[config.mk]
export PLATFORM = sky130hd
export DESIGN_NAME = storage_port_arbiter
export DESIGN_NICKNAME = d
export VERILOG_FILES = /design/src/rtl/storage_port_arbiter.sv
export SDC_FILE = /design/constraint.sdc
export NUM_CORES = 1
export LEC_CHECK = 0
export CELL_PAD_IN_SITES_DETAIL_PLACEMENT = 0
export CELL_PAD_IN_SITES_GLOBAL_PLACEMENT = 1
export CORE_UTILIZATION = 19
export CTS_BUF_LIST = sky130_fd_sc_hd__clkbuf_2 sky130_fd_sc_hd__clkbuf_4 sky130_fd_sc_hd__clkbuf_8
export DETAILED_ROUTE_END_ITERATION = 6
export PLACE_DENSITY = 0.86
export SLEW_MARGIN = 20
export SYNTH_ARGS = -nofsm -noshare
export SYNTH_HDL_FRONTEND = slang
export SYNTH_SLANG_ARGS = --single-unit
[constraint.sdc]
create_clock -name clk -period 7.27 [get_ports clk]
set_input_delay 1.454 -clock clk [delete_from_list [all_inputs] [get_ports clk]]
set_output_delay 1.454 -clock clk [all_outputs]
set_load 0.01 [all_outputs]
[src/rtl/storage_port_arbiter.sv]
// storage_port_arbiter
//   Per-cycle request/grant arbiter in front of the single-port matrix storage.
//   Channels: ch0 = input, ch1 = display, ch2 = calc (N_CH total).
//   Supports round-robin or fixed priority, burst locking with a forced-release
//   timeout, and read-data return tagging to the issuing channel.
//
// Ports
//   clk, rst         clock, synchronous active-high reset
//   i_req/i_we/i_lock per-channel request, write qualifier, burst-lock request
//   i_addr/i_wdata   per-channel address/write data, ch k at [k*W +: W]
//   o_gnt            one-hot grant, combinational in the request cycle
//   o_rvalid/o_rdata read return, o_rvalid tagged per channel, data shared
//   o_mem_*          storage command from the granted channel
//   i_mem_rdata      storage read data, RD_LAT cycles after address
//   o_lock_timeout   1-cycle pulse in the cycle a lock is forcibly released
module storage_port_arbiter #(
  parameter int N_CH     = 3,
  parameter int ADDR_W   = 9,
  parameter int DATA_W   = 32,
  parameter int RD_LAT   = 1,
  parameter int RR_MODE  = 1,
  parameter int LOCK_MAX = 1024
) (
  input  logic                     clk,
  input  logic                     rst,
  input  logic [N_CH-1:0]          i_req,
  input  logic [N_CH-1:0]          i_we,
  input  logic [N_CH-1:0]          i_lock,
  input  logic [N_CH*ADDR_W-1:0]   i_addr,
  input  logic [N_CH*DATA_W-1:0]   i_wdata,
  output logic [N_CH-1:0]          o_gnt,
  output logic [N_CH-1:0]          o_rvalid,
  output logic [DATA_W-1:0]        o_rdata,
  output logic                     o_mem_we,
  output logic [ADDR_W-1:0]        o_mem_addr,
  output logic [DATA_W-1:0]        o_mem_wdata,
  input  logic [DATA_W-1:0]        i_mem_rdata,
  output logic                     o_lock_timeout
);

  localparam int PTR_W = $clog2(N_CH);
  localparam int CNT_W = (LOCK_MAX > 1) ? $clog2(LOCK_MAX) : 1;
  localparam logic [CNT_W-1:0] CNT_LAST = CNT_W'(LOCK_MAX - 1);

  typedef enum logic {ARB, LOCKED} state_e;

  // Registered state
  state_e                          state_q, state_d;
  logic [PTR_W-1:0]                ptr_q, ptr_d;
  logic [PTR_W-1:0]                owner_q, owner_d;
  logic [CNT_W-1:0]                cnt_q, cnt_d;
  logic [N_CH-1:0]                 block_q, block_d;   // re-lock inhibited until i_lock seen low
  logic [RD_LAT-1:0][N_CH-1:0]     tag_pipe_q, tag_pipe_d;

  // Per-channel views of the packed buses
  logic [N_CH-1:0][ADDR_W-1:0]     ch_addr;
  logic [N_CH-1:0][DATA_W-1:0]     ch_wdata;

  for (genvar k = 0; k < N_CH; k++) begin : g_unpack
    assign ch_addr[k]  = i_addr[k*ADDR_W +: ADDR_W];
    assign ch_wdata[k] = i_wdata[k*DATA_W +: DATA_W];
  end

  function automatic logic [PTR_W-1:0] wrap_inc(input logic [PTR_W-1:0] k);
    return (int'(k) == N_CH - 1) ? '0 : k + 1'b1;
  endfunction

  // Grant selection
  logic [N_CH-1:0]  gnt;
  logic [PTR_W-1:0] gnt_idx;
  logic             gnt_any;
  logic [PTR_W-1:0] scan_c;

  always_comb begin
    gnt     = '0;
    gnt_idx = '0;
    gnt_any = 1'b0;
    scan_c  = '0;
    if (state_q == LOCKED) begin
      // Everyone but the owner is blocked; an idle owner leaves the port idle.
      if (i_req[owner_q]) begin
        gnt_any = 1'b1;
        gnt_idx = owner_q;
      end
    end else begin
      for (int i = 0; i < N_CH; i++) begin
        if (RR_MODE != 0) scan_c = PTR_W'((int'(ptr_q) + i) % N_CH);
        else              scan_c = PTR_W'(i);
        if (!gnt_any && i_req[scan_c]) begin
          gnt_any = 1'b1;
          gnt_idx = scan_c;
        end
      end
    end
    if (gnt_any) gnt[gnt_idx] = 1'b1;
  end

  // Storage command: AND-OR mux on the one-hot grant, zero when idle
  logic [ADDR_W-1:0] mem_addr;
  logic [DATA_W-1:0] mem_wdata;

  always_comb begin
    mem_addr  = '0;
    mem_wdata = '0;
    for (int k = 0; k < N_CH; k++) begin
      if (gnt[k]) begin
        mem_addr  = mem_addr | ch_addr[k];
        mem_wdata = mem_wdata | ch_wdata[k];
      end
    end
  end

  // FSM next state, lock counter, pointer and re-lock inhibit
  logic timeout;

  always_comb begin
    state_d = state_q;
    ptr_d   = ptr_q;
    owner_d = owner_q;
    cnt_d   = cnt_q;
    timeout = 1'b0;
    // Any channel observed with i_lock low is allowed to lock again.
    block_d = block_q & i_lock;
    unique case (state_q)
      ARB: begin
        if (gnt_any) begin
          if (RR_MODE != 0) ptr_d = wrap_inc(gnt_idx);
          if (i_lock[gnt_idx] && !block_q[gnt_idx]) begin
            state_d = LOCKED;
            owner_d = gnt_idx;
            cnt_d   = '0;
          end
        end
      end
      LOCKED: begin
        if (cnt_q == CNT_LAST) begin
          // Forced release: hand priority to the next channel and keep the
          // owner from grabbing the lock again while it still holds i_lock.
          timeout          = 1'b1;
          state_d          = ARB;
          ptr_d            = wrap_inc(owner_q);
          block_d[owner_q] = i_lock[owner_q];
        end else if (!i_lock[owner_q]) begin
          state_d = ARB;
        end else begin
          cnt_d = cnt_q + 1'b1;
        end
      end
      default: state_d = ARB;
    endcase
  end

  // Read tag pipeline: reads push their one-hot, writes/idle push zero
  always_comb begin
    tag_pipe_d    = tag_pipe_q;
    tag_pipe_d[0] = gnt & ~i_we;
    for (int s = 1; s < RD_LAT; s++) tag_pipe_d[s] = tag_pipe_q[s-1];
  end

  always_ff @(posedge clk) begin
    if (rst) begin
      state_q    <= ARB;
      ptr_q      <= '0;
      owner_q    <= '0;
      cnt_q      <= '0;
      block_q    <= '0;
      tag_pipe_q <= '0;
    end else begin
      state_q    <= state_d;
      ptr_q      <= ptr_d;
      owner_q    <= owner_d;
      cnt_q      <= cnt_d;
      block_q    <= block_d;
      tag_pipe_q <= tag_pipe_d;
    end
  end

  // Outputs are forced quiet during reset so a read issued just before reset
  // never surfaces as o_rvalid.
  assign o_gnt          = rst ? '0   : gnt;
  assign o_mem_we       = rst ? 1'b0 : |(gnt & i_we);
  assign o_mem_addr     = rst ? '0   : mem_addr;
  assign o_mem_wdata    = rst ? '0   : mem_wdata;
  assign o_lock_timeout = rst ? 1'b0 : timeout;
  assign o_rvalid       = rst ? '0   : tag_pipe_q[RD_LAT-1];
  assign o_rdata        = i_mem_rdata;

endmodule

* After elaboration in Yosys (flattened, before gate mapping)
Cells that the tools add are included.
** Storage, ports and cells
- Bits in registers :: 21
** Operators by class
- Div/mod/pow operators :: 3
- $lt $le $gt $ge :: 7
- Reductions and logical operators :: 12
- Eq/ne operators :: 8
- Multiplexer cells :: 66
- Add/sub/neg operators :: 5
- Bitwise gates (word level) :: 9
** Operators by type and width (number)
- 32-bit 2-to-1 mux :: 4
- 32-bit by 3-bit remainder unit with 32-bit output, second input constant :: 2
- 32-bit OR :: 2
- 10-bit 2-to-1 mux :: 4
- 9-bit 2-to-1 mux :: 4
- 3-bit by 3-bit remainder unit with 32-bit output, second input constant :: 1
- 1-bit 2-to-1 mux :: 24
- 2-bit 2-to-1 mux :: 12
- 10-bit one-hot mux with 2 select lines :: 1
- 9-bit OR :: 2
- 2-bit by 3-bit < comparator with 1-bit output, second input constant :: 5
- 3-bit 2-to-1 mux :: 5
- 1-bit binary-select mux with 2-bit select :: 7
- 10-bit by 1-bit adder with 10-bit output, second input constant :: 1
- 10-bit equality test, second input constant :: 1
- 3-bit AND :: 3
- 2-bit != test, second input constant :: 3
- 1-bit logical AND :: 5
- 2-bit by 1-bit adder with 2-bit output, second input constant :: 2
- 1-bit demux with 2-bit select :: 2
- 2-bit equality test, second input constant :: 2
- 2-bit by 1-bit >= comparator with 1-bit output, second input constant :: 2
- 2-bit by 1-bit != test with 1-bit output, second input constant :: 2
- 2-bit one-hot mux with 2 select lines :: 1
- other kinds (11) :: 13

* Logic depth before layout (Yosys ltp)
- Word-level depth :: 25
- Gate-level depth with buffers :: 12

* Least setup slack after synthesis
Ideal clock, no wire load.
- Path type :: input to output
- Start point :: input i_req[0]
- End point :: output o_mem_wdata[17]
- Cell stages on the path :: 9
- Required time :: 5.816 ns
- Buffers on the path :: 3
- Arrival time :: 3.681 ns
- Setup slack :: 2.135 ns
- Cells stage by stage :: mux2_4 > mux2_2 > a222oi_1 > clkbuf_1 > nor2b_1 > buf_2 > buf_1 > a22oi_1 > nand2_1
** Between the ends
- Cells in the longest elaborated chain, start to end :: 23
** RTL lines
- from (decl) :: line 26 : input logic [N_CH-1:0] i_req,
- 1-bit binary-select mux with 2-bit select :: line 89 : if (!gnt_any && i_req[scan_c]) begin
- 1-bit 2-to-1 mux (not written as such) :: line 89
- 1-bit 2-to-1 mux :: line 89
- 1-bit 2-to-1 mux :: line 79 : if (state_q == LOCKED) begin
- 1-bit zero test :: line 89
- 1-bit logical AND :: line 89
- 1-bit 2-to-1 mux :: line 89
- 1-bit 2-to-1 mux :: line 79
- (+7 left out)
- 1-bit demux with 2-bit select :: line 95 : if (gnt_any) gnt[gnt_idx] = 1'b1;
- 3-bit 2-to-1 mux (*) :: line 95
- 32-bit 2-to-1 mux :: line 106 : if (gnt[k]) begin
- 32-bit OR :: line 108 : mem_wdata = mem_wdata | ch_wdata[k];
- 32-bit 2-to-1 mux :: line 106
- 32-bit OR :: line 108
- 32-bit 2-to-1 mux (*) :: line 106
- 32-bit 2-to-1 mux (*) :: line 183 : assign o_mem_wdata = rst ? '0 : mem_wdata;
- to (decl) :: line 36 : output logic [DATA_W-1:0] o_mem_wdata,
Every way passes the cells marked *; elsewhere a longest branch is shown, timed or not. The select of a mux whose other input is x is not followed.

* Worst setup path in the final report
- Start point :: input i_req[1]
- End point :: output o_mem_wdata[28]
The elaborated chain is that of the path after synthesis.

==> out/metrics.csv <==
metric,value,unit
maxCapViolCount,0,
hold_class,flip-flop to flip-flop,
slew-limit-headroom,31.00,%
grt_max_degree,42,
rsz0062_at_grt,false,
syn-instance-count,322,
cp.required,5820,ps
die_w,111.3,µm
hold_depth,1,
cts_setup_buffers,0,
hold_path_end,cnt_q[2]$_SDFFE_PP0P_,
viasPerCell,4.765,
cts_hold_buf,0,
final_cell_mix,"181 x clkdlybuf4s50_1, 67 x nand2_1, 31 x nor2_1, 27 x a22oi_1, 21 x dfxtp_1",
synth_edf_count,0,
htree_levels,1,
track_usage,14.85,%
area_delta_synth_final,78.21,%
setup_viol,0,
p_total,1.231,mW
postSynth.asyncResetShare,0,%
max_stage_delay,540,ps
synth_area_per_cell,7.045,µm²
tritoncts,done,
layout.cells.non_filler,604,
drt_iter0_drc,198,
cts.sinks,21,
die-area,12380,µm²
drt_pass1_iterations,7,
clockRootBuffer,clkbuf_8,
hold_viol_final,0,
timing.clock.skew,5.985,ps
critPathBufInv,3,
cts_buffer_depth,2,
critPathKind,input port to primary output,
cts_resized,0,
worst_slew_pin_slew,1029,ps
synth_ff_type,dfxtp_1,
path_depth,10,
report.final.slew_viol_count,0,
overflow,0,
clkLatencyLatePin,270,ps
yosysWarnings,0,
diodes,0,
crit_fanout,28,
coreArea,11520,µm²
ys_ff_latch,21,
grt_antenna_before_repair,0,
row_count,39,
ys_seq_area_share,18.53,%
placed_cells,600,
final_common_cell,clkdlybuf4s50_1,
gp_congestion,0.8222,
final.setup.worst_slack,794.9,ps
port_buffers,182,
r2r_end,cnt_q[6]$_SDFFE_PP0P_,
start_util,19.70,%
die_h,111.3,µm
drive_gt1_share,4.338,%
cp_slowest_cell,clkdlybuf4s50_1,
fmax,154.4,MHz
wl_per_cell,15.88,µm
violations,DRC,
dp_hpwl,7.786,mm
endpoint_kind,primary output,
path_clk_slew,70,ps
synth_nets,493,
numCtsBuffers,3,
wl,9.589,mm
critPathArrivalTime,5020,ps
cpLargestDelayFamily,buffers and inverters,
dr_total_vias,2878,
grt_pass1_vias,2774,
leakage,1.519,nW
irDropWorstVdd,0.1395,mV
r2r_setup_slack,3660,ps
worst_r2r_path_depth,10,
critPathMostFrequentCell,clkdlybuf4s50_1,
timing.rr.start,ptr_q[1]$_SDFFE_PP0P_,
drtAntennaViolNets,0,
drcViolationCount,10,
ys_types,48,
pre_cts_ws,827.4,ps
p_per_area,304.5,nW/µm²
netlist_area,2268,µm²
fin_crit_sh,89.07,%
crit_path_start_kind,input port,
fin_crit,6475,ps
hold_start,cnt_q[2]$_SDFFE_PP0P_,
crit_chain,"clkdlybuf4s50_1, mux2_4, mux2_2, a2111oi_0, or2_2, nor2b_2, buf_4, a22oi_1, nand2_1, clkdlybuf4s50_1",
nNetsFinal,633,
ios,247,
status,"finished, violations left",
num-fill-cells,1212,
fin_setup_tns,0,ps
grt_pass1_wl,14.73,mm
stage by stage:
stage	util, %	hold slack (ps)	instance area (µm²)
global route	35.10	509.4	4043
global placement	34.68	467.3	3994
floorplan	-	445.5	2268
finish	35.10	494.0	4043
CTS	35.10	491.6	4043
detailed placement	34.68	476.1	3994
registers in the layout (all words and copies together) (netlist names):
| signal | cells |
|---|---|
| cnt_q | 10 |
| block_q | 3 |
| tag_pipe_q | 3 |
| owner_q | 2 |
| ptr_q | 2 |
| state_q | 1 |
cells in the mapped netlist (8+ instances only):
| master | number | area, µm² |
|---|---|---|
| o21ai_0 | 8 | 40.04 |
| a21oi_1 | 9 | 45.04 |
| clkbuf_1 | 10 | 37.54 |
| a22oi_1 | 27 | 202.7 |
| nand3_1 | 9 | 45.04 |
| nor2_1 | 31 | 116.4 |
| dfxtp_1 | 21 | 420.4 |
| a222oi_1 | 17 | 170.2 |
| nor2b_1 | 12 | 75.07 |
| nand2_1 | 67 | 251.5 |
| buf_4 | 32 | 240.2 |
how the worst max path moves through the flow:
stage / endpoint / startpoint
2_1_floorplan: o_mem_wdata[17] / i_req[0]
3_3_place_gp: o_mem_wdata[28] / i_req[1]
3_5_place_dp: o_mem_wdata[28] / i_req[1]
4_1_cts: o_mem_wdata[28] / i_req[1]
5_1_grt: o_mem_wdata[4] / i_req[1]
6_report: o_mem_wdata[28] / i_req[1]
logic make-up (layout without fill, tap and decap cells):
kind of cell	after synthesis	in the layout	share of synthesized area, %
AOI/OAI and AO/OA	87	87	30.61
adders and majority gates	5	5	2.758
buffers and inverters	57	196	15.06
DFF	21	21	18.53
muxes	8	8	3.806
and+or+nand+nor	144	144	29.23
power by group:
| part | switching (mW) | internal (mW) | total [mW] |
|---|---|---|---|
| sequential | 0.0228 | 0.131 | 0.154 |
| clock | 0.0393 | 0.0429 | 0.0822 |
| combinational | 0.499 | 0.496 | 0.995 |
area by class of cell:
class	count	area, µm²	share of cell area [%]
multi-input combinational	244	1525	37.73
tap	143	178.9	4.426
timing repair buffer	186	1847	45.68
inverter	6	22.52	0.5571
clock buffer	4	48.80	1.207
sequential	21	420.4	10.40
per-layer routing:
metal / share of wire, % / up-vias / track usage, %
met5: 0 / - / 0
met4: 1.1 / 0 / 3.333
met3: 7.6 / 6 / 3.663
met2: 49 / 133 / 25.46
met1: 42 / 1305 / 18.63
li1: - / 1434 / -
Power figures use the tool's default switching activity.
==> variant 1 (same settings) <==
`RR_MODE`: 1 -> 0.
--- a/src/rtl/storage_port_arbiter.sv
+++ b/src/rtl/storage_port_arbiter.sv
@@ -18,7 +18,7 @@
   parameter int ADDR_W   = 9,
   parameter int DATA_W   = 32,
   parameter int RD_LAT   = 1,
-  parameter int RR_MODE  = 1,
+  parameter int RR_MODE  = 0,
   parameter int LOCK_MAX = 1024
 ) (
   input  logic                     clk,
Behaviour: not the same (a bounded check fails within 4 cycles, from zero or initial values and one cycle with rst high).
==> variant 1 against the original RTL <==
Sequential share of layout area down 0.53 points. Worst setup slack better by 0.67 ns. Sequential cell count down 2. Routed wire length down 7.2%. Area after synthesis down 7.5%. Non-clock buffer count up 3. Cell area down 4.7%. Count of clock-buffer cells in the layout unchanged. Critical path type unchanged. Critical endpoint is now o_mem_addr[8].
Power is not compared: it rests on default switching activity, and its combinational part moved more than twofold at a synthesized area within 25%.
==> variant 1: results (changes against the original RTL) <==
status: "complete, no violations"
ys_seq_elements: 19  # -9.5%
nNetsFinal: 608  # -3.9%
slew-limit-headroom: 0.4556  # +0.1455
synth_common_cells: "nand2_1 (50), a21oi_1 (48), a22oi_1 (42)"
post-dp-hpwl_mm: 6.820  # -12%
multiInputGateArea_sq_mm: 0.001359  # -11%
route.detailed.drc: 0  # -10
n_all_buffers: 189  # +1.6%
track_usage: 0.1427  # -0.005841
wl_met1_mm: 3.835  # -5.5%
synth.area.mux_share: 0.01431  # -0.02375
hold_class: "reg2reg"
path_max_fanout: 29  # +3.6%
first_global_vias: 2676  # -3.5%
syn_to_final_growth_pct: 83.60
vias: 2758  # -4.2%
synth_fa_ha_area_frac: 0.005963  # -0.02162
dp.cells: 576  # -4.0%
drt_iter0_drc: 201  # +1.5%
cp-startpoint: "i_req[2]"
synthCells: 304  # -5.6%
met2_length_mm: 4.290  # -8.6%
leakagePower_nw: 1.386
dp_slack_ns: 1.495  # +0.6677 ns
hold_start: "cnt_q[0]$_SDFFE_PP0P_"
use_met3: 0.02614  # -0.01049
synth_top_area_frac: 0.1813  # -0.004052
synthTopCellsByArea: "dfxtp_1 (18%), a22oi_1 (15%), a21oi_1 (11%)"
viasPerCell: 4.755  # -0.20%
grt_max_degree: 51  # +21%
cts_max_level: 1  # unchanged
place_area_sq_mm: 0.003804  # -4.8%
clock_latency_ns: 0.25  # -0.02 ns
place.gp.congestion: 0.7598  # -7.6%
bufAreaShareNonClock: 0.4865  # +0.02970
total_power_uw: 409.6
hold_ws_ns: 0.4888  # -0.005249 ns
clk_share: 0.01267  # +0.0005959
r2r-start: "state_q$_SDFF_PP0_"
drt_first_pass_iters: 4  # -3
multi_input_gates: 224  # -8.2%
regArea_sq_um: 380.4  # -9.5%
antenna_found_initial: 0  # unchanged
synth_compound_area_frac: 0.4019  # +0.09579
wl_per_cell_um: 15.34  # -3.4%
coreArea_sq_mm: 0.01079  # -6.3%
crit_arrival_ns: 4.35  # -0.67 ns
grt_pass1_wl_mm: 13.23  # -10%
use_met1: 0.1849  # -0.001408
synthDistinctLibCells: 40  # -17%
synth.net_count: 471  # -4.5%
grt_util_met2: 0.2433  # -0.01127
skew_ns: 0.001330  # -0.004655 ns
fillerInstances: 1142  # -5.8%
nNonClkInverters: 4  # -2
drive_gt1_frac: 0.05000  # +0.006616
[variant 1: changes by cell type after synthesis, sizes merged, moves of 6 or more]
| cell | delta |
|---|---|
| a22oi | +15 |
| nor2b | -6 |
| a21oi | +39 |
| a222oi | -17 |
| nand2 | -17 |
| nor2 | -21 |
| clkbuf | +7 |
[variant 1: worst paths after layout]
check	endpoint	slack, ns	cells past startpoint
worst max-delay path	o_mem_addr[8]	1.47	8
worst min-delay path	cnt_q[0]$_SDFFE_PP0P_	0.49	2
worst max register to register	cnt_q[5]$_SDFFE_PP0P_	4.65	6
worst min register to register	cnt_q[0]$_SDFFE_PP0P_	0.49	2
[variant 1: critical path, stage by stage]
cell and delay [ns]:
clkdlybuf4s50_1 0.50, and4b_1 0.26, or2_2 0.31, nor2_2 0.45, buf_4 0.40, nand2_1 0.09, a21oi_1 0.27, clkdlybuf4s50_1 0.60
==> variant 2 (same flow settings) <==
Made on the original files. Make the reset (`rst`) asynchronous in one clocked block. Comments in the files are not updated.
--- a/src/rtl/storage_port_arbiter.sv
+++ b/src/rtl/storage_port_arbiter.sv
@@ -157,7 +157,7 @@
     for (int s = 1; s < RD_LAT; s++) tag_pipe_d[s] = tag_pipe_q[s-1];
   end
 
-  always_ff @(posedge clk) begin
+  always_ff @(posedge clk or posedge rst) begin
     if (rst) begin
       state_q    <= ARB;
       ptr_q      <= '0;
Behaviour: no difference found for any inputs over 4 cycles, from zero or initial values and one cycle with rst high; that may be too few to reach the edited logic, so the function may still have changed.
==> variant 2 against the original RTL <==
The run still ends with design-rule violations left. Total power up 16%. Fmax up 3.8%. Sequential power up 23%. Clock skew up 0.00056 ns. Final cell count down 5.1%. Worst setup slack better by 0.24 ns. Area after synthesis up 1.1%. Sequential cell count unchanged. Combinational power up 17%. Cell area up 0.77%. Routed wire length up 6.0%. Die area up 1.1%. Clock power down 5.6%. Critical endpoint is now o_mem_addr[7].
==> variant 2: results (changes against the original RTL) <==
path_max_fanout: 30  # +7.1%
grt_max_degree: 31  # -26%
drt_iter0_drc: 327  # +65%
route.detailed.drc: 6  # -4
grt_pass1_wl_mm: 15.77  # +7.1%
internal_power_uw: 790.3  # +18%
synth.area.mux_share: 0.03492  # -0.003143
status: "finished with violations"
slew-limit-headroom: 0.2703  # -0.03979
hold_ws_ns: 0.4959  # +0.001821 ns
track_usage: 0.1573  # +0.008824
post-dp-hpwl_mm: 8.314  # +6.8%
leakagePower_nw: 1.691  # +11%
async_flop_share: 1.000  # +1.000
synthDistinctLibCells: 46  # -4.2%
hold_start: "block_q[0]$_DFF_PP0_"
synth_fa_ha_area_frac: 0.02728  # -0.0003009
hold_end: "block_q[0]$_DFF_PP0_"
dp_slack_ns: 1.124  # +0.2964 ns
vias: 2877  # -0.035%
seq_area_frac_synth: 0.2291  # +0.04380
place.gp.congestion: 0.8065  # -1.9%
ys_warn_count: 0  # unchanged
nNetsFinal: 602  # -4.9%
skew_ns: 0.006543  # +0.0005585 ns
r2r-end: "owner_q[1]$_DFFE_PP0P_"
cpPeakStageDelay_ns: 0.90  # +0.36 ns
violations: "design-rule violations"
r2r_setup_slack_ns: 4.36  # +0.70 ns
synth_common_cells: "a222oi_1 (43), inv_1 (37), buf_4 (33)"
first_global_vias: 3032  # +9.3%
drive_gt1_frac: 0.05116  # +0.007779
synthTopCellsByArea: "dfrtp_1 (23%), a222oi_1 (19%), buf_4 (11%)"
r2r-start: "ptr_q[1]$_DFFE_PP0P_"
ir_worst_vdd_mv: 0.1209  # -13%
ys.flop_type: "dfrtp_1"
cp-startpoint: "i_req[1]"
crit_arrival_ns: 4.79  # -0.23 ns
reg2reg_depth: 9  # -1
[variant 2: cell types whose count changed in the layout (fill, tap and decap cells not counted), sizes merged, moves of 6 or more]
cell,before,now
a22oi,27,1
nand2,67,20
a21oi,9,3
inv,6,37
dfrtp,0,21
a222oi,17,43
nor2,31,19
dfxtp,21,0
[variant 2: layer usage]
metal	wire [um]	vias to the layer above	track usage
li1	-	1348	-
met1	3990	1354	0.1790
met2	5342	161	0.2961
met3	708	14	0.03266
met4	124	0	0.03964
met5	0	-	0
[variant 2: cell families after synthesis]
family	Yosys count
buffers and inverters	90
AOI/OAI and AO/OA	85
and+or+nand+nor	81
DFF	21
muxes	7
adders and majority gates	5
[variant 2: cell type report]
type	count	area [sq um]
clock buffer	3	41.29
fill	1197	7540
sequential	21	525.5
clock inverter	1	5.005
tap	143	178.9
inverter	37	138.9
timing repair buffer	190	1882
multi-input combinational	178	1303
[variant 2: power by group through the flow]
stage,sequential [mW],clock [mW],combinational [mW]
4_1_cts,0.189,0.0802,1.17
2_1_floorplan,0.171,0,0.668
5_1_grt,0.195,0.0867,1.25
6_report,0.189,0.0776,1.16
3_5_place_dp,0.191,0,1.16
3_3_place_gp,0.190,0,1.14
[variant 2: worst reg2reg max path: stages (launching register included)]
cell and delay [ns]:
dfrtp_1 0.42, inv_1 0.09, ha_1 0.26, mux2i_1 0.36, o21ai_0 0.17, a222oi_1 0.37
buf_4 0.33, a22o_1 0.21, o211a_4 0.28, mux2_4 0.32
[variant 2: how the worst max path moves through the flow]
stage | cells after the start | end | slack, ns
floorplan | 7 | o_mem_addr[1] | 2.64
detailed placement | 9 | o_mem_addr[7] | 1.12
global route | 9 | o_mem_addr[7] | 0.81
finish | 9 | o_mem_addr[7] | 1.03
CTS | 9 | o_mem_addr[7] | 1.11
global placement | 10 | o_mem_wdata[26] | 1.25
[variant 2: through the flow]
stage / util / instances / power, mW
floorplan: - / 289 / 0.8387
global placement: 0.3468 / 569 / 1.335
detailed placement: 0.3468 / 569 / 1.352
CTS: 0.3508 / 573 / 1.436
global route: 0.3508 / 573 / 1.536
finish: 0.3508 / 573 / 1.425
